### src/rtl/vector_fb_scheduler.sv
// Port-B scheduler for the vector framebuffer: arbitrates CPU accesses, phosphor-fade
// read-modify-write sweeps and line-draw pixel writes onto one registered memory port.
module vector_fb_scheduler #(
  parameter int FB_ADDR_WIDTH = 16
) (
  input  logic                     clk,
  input  logic                     reset,
  input  logic                     vblank,
  input  logic                     fade_enable,
  input  logic [7:0]               fade_step,
  input  logic                     draw_req,
  input  logic [FB_ADDR_WIDTH-1:0] draw_addr,
  input  logic [7:0]               draw_data,
  output logic                     draw_ack,
  input  logic                     cpu_req,
  input  logic                     cpu_wr,
  input  logic [FB_ADDR_WIDTH-1:0] cpu_addr,
  input  logic [7:0]               cpu_wdata,
  output logic                     cpu_ack,
  output logic [7:0]               cpu_rdata,
  output logic [FB_ADDR_WIDTH-1:0] fb_addr,
  output logic                     fb_wr,
  output logic [7:0]               fb_wdata,
  input  logic [7:0]               fb_rdata,
  output logic                     sweep_active,
  output logic                     sweep_done,
  output logic                     overrun
);

  typedef enum logic [2:0] {
    IDLE    = 3'd0,
    CPU_RD0 = 3'd1,
    CPU_RD1 = 3'd2,
    CPU_RD2 = 3'd3,
    SW_RD0  = 3'd4,
    SW_RD1  = 3'd5,
    SW_RD2  = 3'd6,
    SW_WR   = 3'd7
  } state_e;

  localparam logic [FB_ADDR_WIDTH-1:0] ADDR_ONE = {{(FB_ADDR_WIDTH-1){1'b0}}, 1'b1};

  state_e                   state_q;
  logic                     vblank_last_q;
  logic                     sweep_pending_q;
  logic                     sweep_active_q;
  logic [7:0]               step_q;
  logic [FB_ADDR_WIDTH-1:0] sweep_cnt_q;
  logic [FB_ADDR_WIDTH-1:0] fb_addr_q;
  logic                     fb_wr_q;
  logic [7:0]               fb_wdata_q;
  logic                     draw_ack_q;
  logic                     cpu_ack_q;
  logic [7:0]               cpu_rdata_q;
  logic                     sweep_done_q;
  logic                     overrun_q;

  logic                     vblank_rise_s;
  logic                     last_pixel_s;
  logic                     arb_s;
  logic                     cpu_elig_s;
  logic                     sweep_elig_s;
  logic                     draw_elig_s;
  logic [FB_ADDR_WIDTH-1:0] sweep_addr_d;

  function automatic logic [7:0] sat_sub(input logic [7:0] d, input logic [7:0] s);
    if (d > s) begin
      return d - s;
    end else begin
      return 8'd0;
    end
  endfunction

  // Arbitration eligibility; the SW_WR exit of a non-final pixel arbitrates like IDLE
  always_comb begin
    vblank_rise_s = vblank & ~vblank_last_q;
    last_pixel_s  = &sweep_cnt_q;
    cpu_elig_s    = cpu_req & ~cpu_ack_q;
    sweep_elig_s  = sweep_pending_q | sweep_active_q;
    draw_elig_s   = draw_req & ~draw_ack_q & ~sweep_elig_s;
    arb_s         = (state_q == IDLE) | ((state_q == SW_WR) & ~last_pixel_s);
    if (state_q == SW_WR) begin
      sweep_addr_d = sweep_cnt_q + ADDR_ONE;
    end else if (sweep_active_q) begin
      sweep_addr_d = sweep_cnt_q;
    end else begin
      sweep_addr_d = '0;
    end
  end

  // Scheduler FSM with registered memory-port and handshake outputs
  always_ff @(posedge clk or posedge reset) begin
    if (reset) begin
      state_q         <= IDLE;
      vblank_last_q   <= 1'b0;
      sweep_pending_q <= 1'b0;
      sweep_active_q  <= 1'b0;
      step_q          <= 8'd0;
      sweep_cnt_q     <= '0;
      fb_addr_q       <= '0;
      fb_wr_q         <= 1'b0;
      fb_wdata_q      <= 8'd0;
      draw_ack_q      <= 1'b0;
      cpu_ack_q       <= 1'b0;
      cpu_rdata_q     <= 8'd0;
      sweep_done_q    <= 1'b0;
      overrun_q       <= 1'b0;
    end else begin
      vblank_last_q <= vblank;
      fb_wr_q       <= 1'b0;
      draw_ack_q    <= 1'b0;
      cpu_ack_q     <= 1'b0;
      sweep_done_q  <= 1'b0;
      overrun_q     <= 1'b0;
      if (arb_s) begin
        sweep_cnt_q <= sweep_addr_d;
        if (cpu_elig_s) begin
          fb_addr_q <= cpu_addr;
          if (cpu_wr) begin
            fb_wr_q    <= 1'b1;
            fb_wdata_q <= cpu_wdata;
            cpu_ack_q  <= 1'b1;
            state_q    <= IDLE;
          end else begin
            state_q <= CPU_RD0;
          end
        end else if (sweep_elig_s) begin
          sweep_pending_q <= 1'b0;
          sweep_active_q  <= 1'b1;
          fb_addr_q       <= sweep_addr_d;
          state_q         <= SW_RD0;
        end else if (draw_elig_s) begin
          fb_addr_q  <= draw_addr;
          fb_wdata_q <= draw_data;
          fb_wr_q    <= 1'b1;
          draw_ack_q <= 1'b1;
          state_q    <= IDLE;
        end else begin
          state_q <= IDLE;
        end
      end else begin
        case (state_q)
          CPU_RD0: state_q <= CPU_RD1;
          CPU_RD1: state_q <= CPU_RD2;
          CPU_RD2: begin
            cpu_rdata_q <= fb_rdata;
            cpu_ack_q   <= 1'b1;
            state_q     <= IDLE;
          end
          SW_RD0: state_q <= SW_RD1;
          SW_RD1: state_q <= SW_RD2;
          SW_RD2: begin
            fb_wdata_q <= sat_sub(fb_rdata, step_q);
            fb_wr_q    <= 1'b1;
            state_q    <= SW_WR;
          end
          SW_WR: begin
            sweep_active_q <= 1'b0;
            sweep_done_q   <= 1'b1;
            state_q        <= IDLE;
          end
          default: state_q <= IDLE;
        endcase
      end
      // A rise during a sweep is only reported; it never queues a second sweep
      if (vblank_rise_s) begin
        if (sweep_active_q) begin
          overrun_q <= 1'b1;
        end else if (fade_enable && (fade_step != 8'd0) && !sweep_pending_q) begin
          sweep_pending_q <= 1'b1;
          step_q          <= fade_step;
        end
      end
    end
  end

  assign draw_ack     = draw_ack_q;
  assign cpu_ack      = cpu_ack_q;
  assign cpu_rdata    = cpu_rdata_q;
  assign fb_addr      = fb_addr_q;
  assign fb_wr        = fb_wr_q;
  assign fb_wdata     = fb_wdata_q;
  assign sweep_active = sweep_active_q;
  assign sweep_done   = sweep_done_q;
  assign overrun      = overrun_q;

endmodule

### config.mk
export PLATFORM = sky130hd
export DESIGN_NAME = vector_fb_scheduler
export DESIGN_NICKNAME = d
export VERILOG_FILES = /design/src/rtl/vector_fb_scheduler.sv
export SDC_FILE = /design/constraint.sdc
export NUM_CORES = 1
export LEC_CHECK = 0
export ABC_AREA = 1
export CAP_MARGIN = 20
export CORE_MARGIN = 2
export CORE_UTILIZATION = 50
export CTS_CLUSTER_SIZE = 10
export DETAILED_ROUTE_END_ITERATION = 8
export GPL_TIMING_DRIVEN = 0
export HOLD_SLACK_MARGIN = 0.12
export PLACE_DENSITY = 0.81
export RECOVER_POWER = 100
export SETUP_SLACK_MARGIN = 0.4
export SKIP_CTS_REPAIR_TIMING = 1
export SYNTH_ARGS = -nofsm -noshare
export SYNTH_HDL_FRONTEND = slang
export SYNTH_SLANG_ARGS = --single-unit
### constraint.sdc
create_clock -name clk -period 2.8 [get_ports clk]
set_clock_uncertainty 0.1 [all_clocks]
set_input_delay 0.56 -clock clk [delete_from_list [all_inputs] [get_ports clk]]
set_output_delay 0.56 -clock clk [all_outputs]
set_load 0.03 [all_outputs]
==> results of run 1 <==
-- registers in the layout, indices dropped and copies added, names as in the netlist --
register / cells
cpu_ack: 1
cpu_rdata: 8
draw_ack: 1
fb_addr: 16
fb_wdata: 8
fb_wr: 1
overrun: 1
state_q: 3
step_q: 8
sweep_active: 1
sweep_cnt_q: 16
sweep_done: 1
sweep_pending_q: 1
vblank_last_q: 1
-- worst max-delay path: stages (launching register included) --
cell and delay [ps]:
dfrtp_1 420, inv_1 110, ha_1 220, nand2_1 100, nand4_1 180, nor2_1 140, nor2_8 190, clkbuf_1 450
nand2_1 200, nand2_1 100, nand2_1 40
-- metal layers --
| layer | vias up | part of all wire |
|---|---|---|
| li1 | 2190 | - |
| met1 | 2091 | 0.41 |
| met2 | 163 | 0.51 |
| met3 | 28 | 0.062 |
| met4 | 0 | 0.023 |
| met5 | - | 0 |
-- cell families after synthesis --
group                    after synthesis  synth area share
adder cells (fa/ha/maj)               14            0.0417
flip-flops                            67             0.382
multiplexers                           7            0.0180
XOR/XNOR                               3           0.00599
AND/OR/NAND/NOR                      356             0.352
AO/OA/AOI/OAI                         70            0.0962
buffers and inverters                106             0.104
-- power by group through the flow --
| stage | Clock (mW) | Combinational, mW | Sequential [mW] |
|---|---|---|---|
| after global routing | 0.761 | 4.03 | 1.70 |
| after global placement | 0 | 3.67 | 1.65 |
| after floorplan | 0 | 2.10 | 2.09 |
| after CTS | 0.716 | 3.77 | 1.66 |
| final | 0.716 | 3.65 | 1.65 |
| after detailed placement | 0 | 3.76 | 1.67 |
-- cell type report --
class / count / area, sq um / share of cell area
Tap cell: 108 / 135 / 0.0235
Clock inverter: 3 / 15.0 / 0.00262
Timing Repair Buffer: 109 / 1090 / 0.190
Buffer: 18 / 111 / 0.0194
Clock buffer: 12 / 145 / 0.0253
Sequential cell: 67 / 1680 / 0.292
Multi-Input combinational cell: 450 / 2240 / 0.390
Inverter: 88 / 330 / 0.0576
-- path summary, 6_finish.rpt --
path                                    to  slack, ps  cells after the start
setup / recovery           sweep_pending_q        440                     10
hold / removal                  fb_addr[1]        380                      2
setup reg to reg           sweep_pending_q        440                     10
hold reg to reg                 fb_addr[1]        380                      2
max in group asynchronous       fb_addr[3]        770                      2
min in group asynchronous          overrun        990                      2
-- per-stage QoR --
stage | setup WS [ps] | TNS, ps | total power [mW]
CTS | 471 | 0 | 6.14
global placement | -750 | -49940 | 5.32
detailed placement | 121 | 0 | 5.43
floorplan | 457 | 0 | 4.20
finish | 437 | 0 | 6.02
global route | 214 | 0 | 6.50
-- cell usage after synthesis, types with 2 or more instances --
| library cell | n | area (sq um) |
|---|---|---|
| nand2_1 | 202 | 758 |
| inv_1 | 84 | 315 |
| nor2_1 | 80 | 300 |
| dfrtp_1 | 67 | 1680 |
| nand3_1 | 49 | 245 |
| o21ai_0 | 36 | 180 |
| ha_1 | 13 | 163 |
| a21oi_1 | 9 | 45.0 |
| a31oi_1 | 9 | 56.3 |
| buf_2 | 9 | 45.0 |
| mux2_2 | 7 | 78.8 |
| nand4_1 | 7 | 43.8 |
| a21boi_1 | 4 | 30.0 |
| a21oi_2 | 4 | 35.0 |
| buf_6 | 3 | 33.8 |
| clkbuf_1 | 3 | 11.3 |
| inv_2 | 3 | 11.3 |
| nor2_4 | 3 | 33.8 |
| xor2_1 | 3 | 26.3 |
| buf_8 | 2 | 30.0 |
| nand2_2 | 2 | 12.5 |
| nand2_4 | 2 | 22.5 |
| nand3_4 | 2 | 35.0 |
| nand3b_1 | 2 | 15.0 |
| nor2_2 | 2 | 12.5 |
| o21ai_1 | 2 | 10.0 |
| o21ai_4 | 2 | 32.5 |
| or2_2 | 2 | 12.5 |
==> impl_metrics.ini, run 1 <==
[power_and_ir_drop]
switchingPower_mw = 2.97
internal-power_mw = 3.05
ir_drop_v = 0.000571
combPwrFrac = 0.607
clkPwrFrac = 0.119
pwr-share-seq = 0.274
switching_share = 0.493
leakagePower_nw = 2.96
p_per_area_nw_per_um2 = 1050

[setup_path]
cp-start-kind = flop
cp.arrival_ps = 2500
worstSetupStartpoint = state_q[1]
end_kind = flop
required_ps = 2930
path_class = flop to flop
rr_startpoint = state_q[1]
crit_fanout = 10

[routing]
initialDrtViolationCount = 259
drt_pass1_iterations = 5
drt-total-wl_mm = 11.9
drc_errors = 0
avgRoutedWirePerCell_um = 13.9
viasPerCell = 5.23
ant_nets = 0
vias = 4472

[timing]
maxSlewHeadroom = 0.0492
period_share = 0.844
min_period_ps = 2360
holdWs_ps = 381
tightest_slew_ps = 1420
hold_viol_final = 0
finalMaxSlewViolations = 0
timing.fmax_mhz = 423
setup_viol = 0
rsz0062_at_grt = false

[global_route]
track_usage = 0.257
use_met1 = 0.302
gr-usage-met2 = 0.468
grt_pass1_vias = 4537
grt.busiest_layer = met2
grt_max_degree = 68
grt.overflow.total = 0
antenna_found_initial = 0
grt_use_met3 = 0.0468
grt_pass1_wl_mm = 20.2

[cts]
cts_htree_levels = 3
cts_tree = done
cts_buffers = 9
clock-root-buffer = clkbuf_8
clock_path_buffers = 2
numClockSinks = 67
clk_pin_slew_ps = 70
insertion_delay_ps = 350

[finish]
fin_cells = 855
nets = 828
fin_util = 0.668
fillers = 742
area_growth_syn_to_layout_pct = 30.9
mostFrequentLayoutCells = nand2_1 (201), inv_1 (82), nor2_1 (82), dfrtp_1 (67), clkdlybuf4s50_1 (67)
final_common_cell = nand2_1
drive_above_1_share = 0.0750
design_area_sq_um = 5740
diodes = 0

[synthesis]
syn_area_sq_um = 4380
ys_seq_area_frac = 0.382
synth_flop_cell = dfrtp_1
netlist_instances = 623
synth.avg_cell_area_sq_um = 7.04
yosysWarnings = 0
synth_fp_nets = 708
yosysUniqueCellTypes = 38
ys_async_sr_fraction = 1.00
synth-seq-cells = 67
synth_edf_count = 0

[placement]
port_buffers = 108
gp_congestion = 0.865
place_inst = 839
place_area_sq_um = 5600
dp_hpwl_mm = 9.15

[floorplanning]
core_area_sq_um = 8590
start_util = 0.510
die_h_um = 97.6
chipWidth_um = 97.6
die_area_sq_um = 9530
io_pins = 109
rows = 34

[min_path]
hold_class = flop to flop
min-delay-start = fb_addr[1]

[status]
status = finished clean

[flow_run]
cap_violations = 0
Note: power is estimated with default switching activity, not from simulation.
==> inputs of run 2 (changes only) <==
--- a/config.mk
+++ b/config.mk
@@ -8,12 +8,12 @@
 export ABC_AREA = 1
 export CAP_MARGIN = 20
 export CORE_MARGIN = 2
-export CORE_UTILIZATION = 50
+export CORE_UTILIZATION = 45
 export CTS_CLUSTER_SIZE = 10
 export DETAILED_ROUTE_END_ITERATION = 8
 export GPL_TIMING_DRIVEN = 0
 export HOLD_SLACK_MARGIN = 0.12
-export PLACE_DENSITY = 0.81
+export PLACE_DENSITY = 0.77
 export RECOVER_POWER = 100
 export SETUP_SLACK_MARGIN = 0.4
 export SKIP_CTS_REPAIR_TIMING = 1
==> constraint.sdc (replaced) <==
create_clock -name clk -period 1.9 [get_ports clk]
set_clock_uncertainty 0.1 [all_clocks]
set_input_delay 0.38 -clock clk [delete_from_list [all_inputs] [get_ports clk]]
set_output_delay 0.38 -clock clk [all_outputs]
set_load 0.03 [all_outputs]
==> run 2 against run 1 <==
Against the previous run: the flow now finishes with violations (negative setup slack); sequential share of layout area fell by 4.5 points; register-to-register slack got worse by 500 ps; worst hold slack got worse by 160 ps; first-iteration DRC count fell by 6.9%; cell count rose by 8.1%; maximum frequency rose by 20%; clock power rose by 52%; sequential power rose by 50%; setup slack got worse by 500 ps; routed wire length rose by 23%; clock-buffer cell count fell by 3; non-clock buffer count rose by 41.
==> impl_metrics.ini, run 2 (synthesis results as in run 1) <==
[power_and_ir_drop]
clkPwrFrac = 0.097
leakagePower_nw = 3.49
ir_drop_v = 0.000880
internal-power_mw = 5.78
combPwrFrac = 0.683
switching_share = 0.487
pwr-share-seq = 0.220
totalPowerFinal_mw = 11.3
switchingPower_mw = 5.49
p_per_area_nw_per_um2 = 1660

[flow_run]
cap_violations = 0

[setup_path]
required_ps = 2050
path_class = flop to flop
worstSetupStartpoint = sweep_cnt_q[0]
crit_end = fb_addr[12]
cp.arrival_ps = 2120
cp_top_family = simple AND/OR/NAND/NOR gates
crit_fanout = 3
cp-start-kind = flop
rr_startpoint = sweep_cnt_q[0]
path_cells = ha_4 -> nand2_2 -> nor2_4 -> nand3_4 -> buf_4 -> buf_4 -> nor2_1 -> nand2_1 -> nand2_1 -> nand2_1 -> nand2_1 -> a21oi_2
path_buf_inv = 2
cp.depth = 12
r2r_cells = 12
crit_path_top_delay_cell = dfrtp_1
r2r-end = fb_addr[12]
critPathMaxStageDelay_ps = 440
crit_top_cell = nand2_1
worst-r2r-setup-slack_ps = -70
end_kind = flop

[cts]
insertion_delay_ps = 360
clock-root-buffer = clkbuf_8
numClockSinks = 67
cts_tree = done
clock_path_buffers = 2
cts_htree_levels = 3
clk_pin_slew_ps = 80
cts_buffers = 9

[floorplanning]
die_area_sq_um = 10500
rows = 36
die_h_um = 103
io_pins = 109
core_area_sq_um = 9590
start_util = 0.457
chipWidth_um = 103

[status]
status = finished, violations left
violations = negative setup slack

[routing]
drc_errors = 0
vias = 4800
viasPerCell = 5.19
drt-total-wl_mm = 14.6
ant_nets = 0
avgRoutedWirePerCell_um = 15.8
initialDrtViolationCount = 241
drt_pass1_iterations = 5

[timing]
hold_viol_final = 0
period_share = 1.03
maxSlewHeadroom = 0.489
fin_tns_setup_ps = -331
holdWs_ps = 219
setup_ws_ps = -65.9
rsz0062_at_grt = true
setup_viol = 15
finalMaxSlewViolations = 0
timing.fmax_mhz = 509
min_period_ps = 1970
tightest_slew_ps = 764

[finish]
final_common_cell = nand2_1
fin_cells = 924
area_growth_syn_to_layout_pct = 54.9
fillers = 750
drive_above_1_share = 0.310
diodes = 0
nets = 871
mostFrequentLayoutCells = nand2_1 (170), inv_1 (71), dfrtp_1 (65), clkdlybuf4s50_1 (63), nor2_1 (61)
multi_input_area_sq_um = 2770
design_area_sq_um = 6790
regArea_sq_um = 1680
fin_util = 0.708

[global_route]
antenna_found_initial = 0
grt_pass1_vias = 4416
grt_pass1_wl_mm = 20.1
grt.overflow.total = 0
grt_max_degree = 36
track_usage = 0.245

[placement]
place_inst = 865
place_ws_ps = -592
dp_hpwl_mm = 9.57
gp_congestion = 0.900
place_area_sq_um = 5830
port_buffers = 108

[min_path]
hold_class = input port to flop
-- run 2: worst register-to-register path: stages (launching register included) --
cell	delay [ps]
dfrtp_1	440
ha_4	180
nand2_2	60
nor2_4	100
nand3_4	120
buf_4	170
buf_4	120
nor2_1	90
nand2_1	60
nand2_1	150
nand2_1	80
nand2_1	130
a21oi_2	60
-- run 2: area by class of cell --
cell class | instances | share of cell area
clock inverter | 7 | 0.00663
multi-input combinational | 452 | 0.408
clock buffer | 9 | 0.0182
inverter | 88 | 0.0540
tap | 133 | 0.0245
timing repair buffer | 150 | 0.214
sequential | 67 | 0.247
buffer | 18 | 0.0273
-- run 2: worst min path at each step --
stage / startpoint / to / slack (ps) / depth (start not counted)
final: fb_rdata[2] / cpu_rdata[2] / 220 / 2
after global routing: fb_rdata[2] / cpu_rdata[2] / 250 / 2
after CTS: vblank / vblank_last_q / 390 / 1
after detailed placement: fb_addr[4] / fb_addr[4] / 370 / 2
after global placement: step_q[1] / step_q[1] / 380 / 2
after floorplan: vblank / vblank_last_q / 310 / 0
-- run 2: per-layer routing --
metal  part of all wire  up-vias  global-route usage  wire length, um
li1                   -     2293                   -                -
met1               0.38     2273               0.283             5550
met2               0.52      191               0.443             7570
met3              0.064       43              0.0353              941
met4              0.038        0               0.117              553
met5                  0        -                   0                0
-- run 2: power by group through the flow --
| stage | logic [mW] | clock network, mW | registers [mW] |
|---|---|---|---|
| 5_1_grt | 8.28 | 1.16 | 2.55 |
| 3_5_place_dp | 5.91 | 0 | 2.48 |
| 4_1_cts | 5.93 | 1.09 | 2.46 |
| 2_1_floorplan | 3.42 | 0 | 3.11 |
| 6_report | 7.69 | 1.09 | 2.48 |
| 3_3_place_gp | 5.77 | 0 | 2.46 |
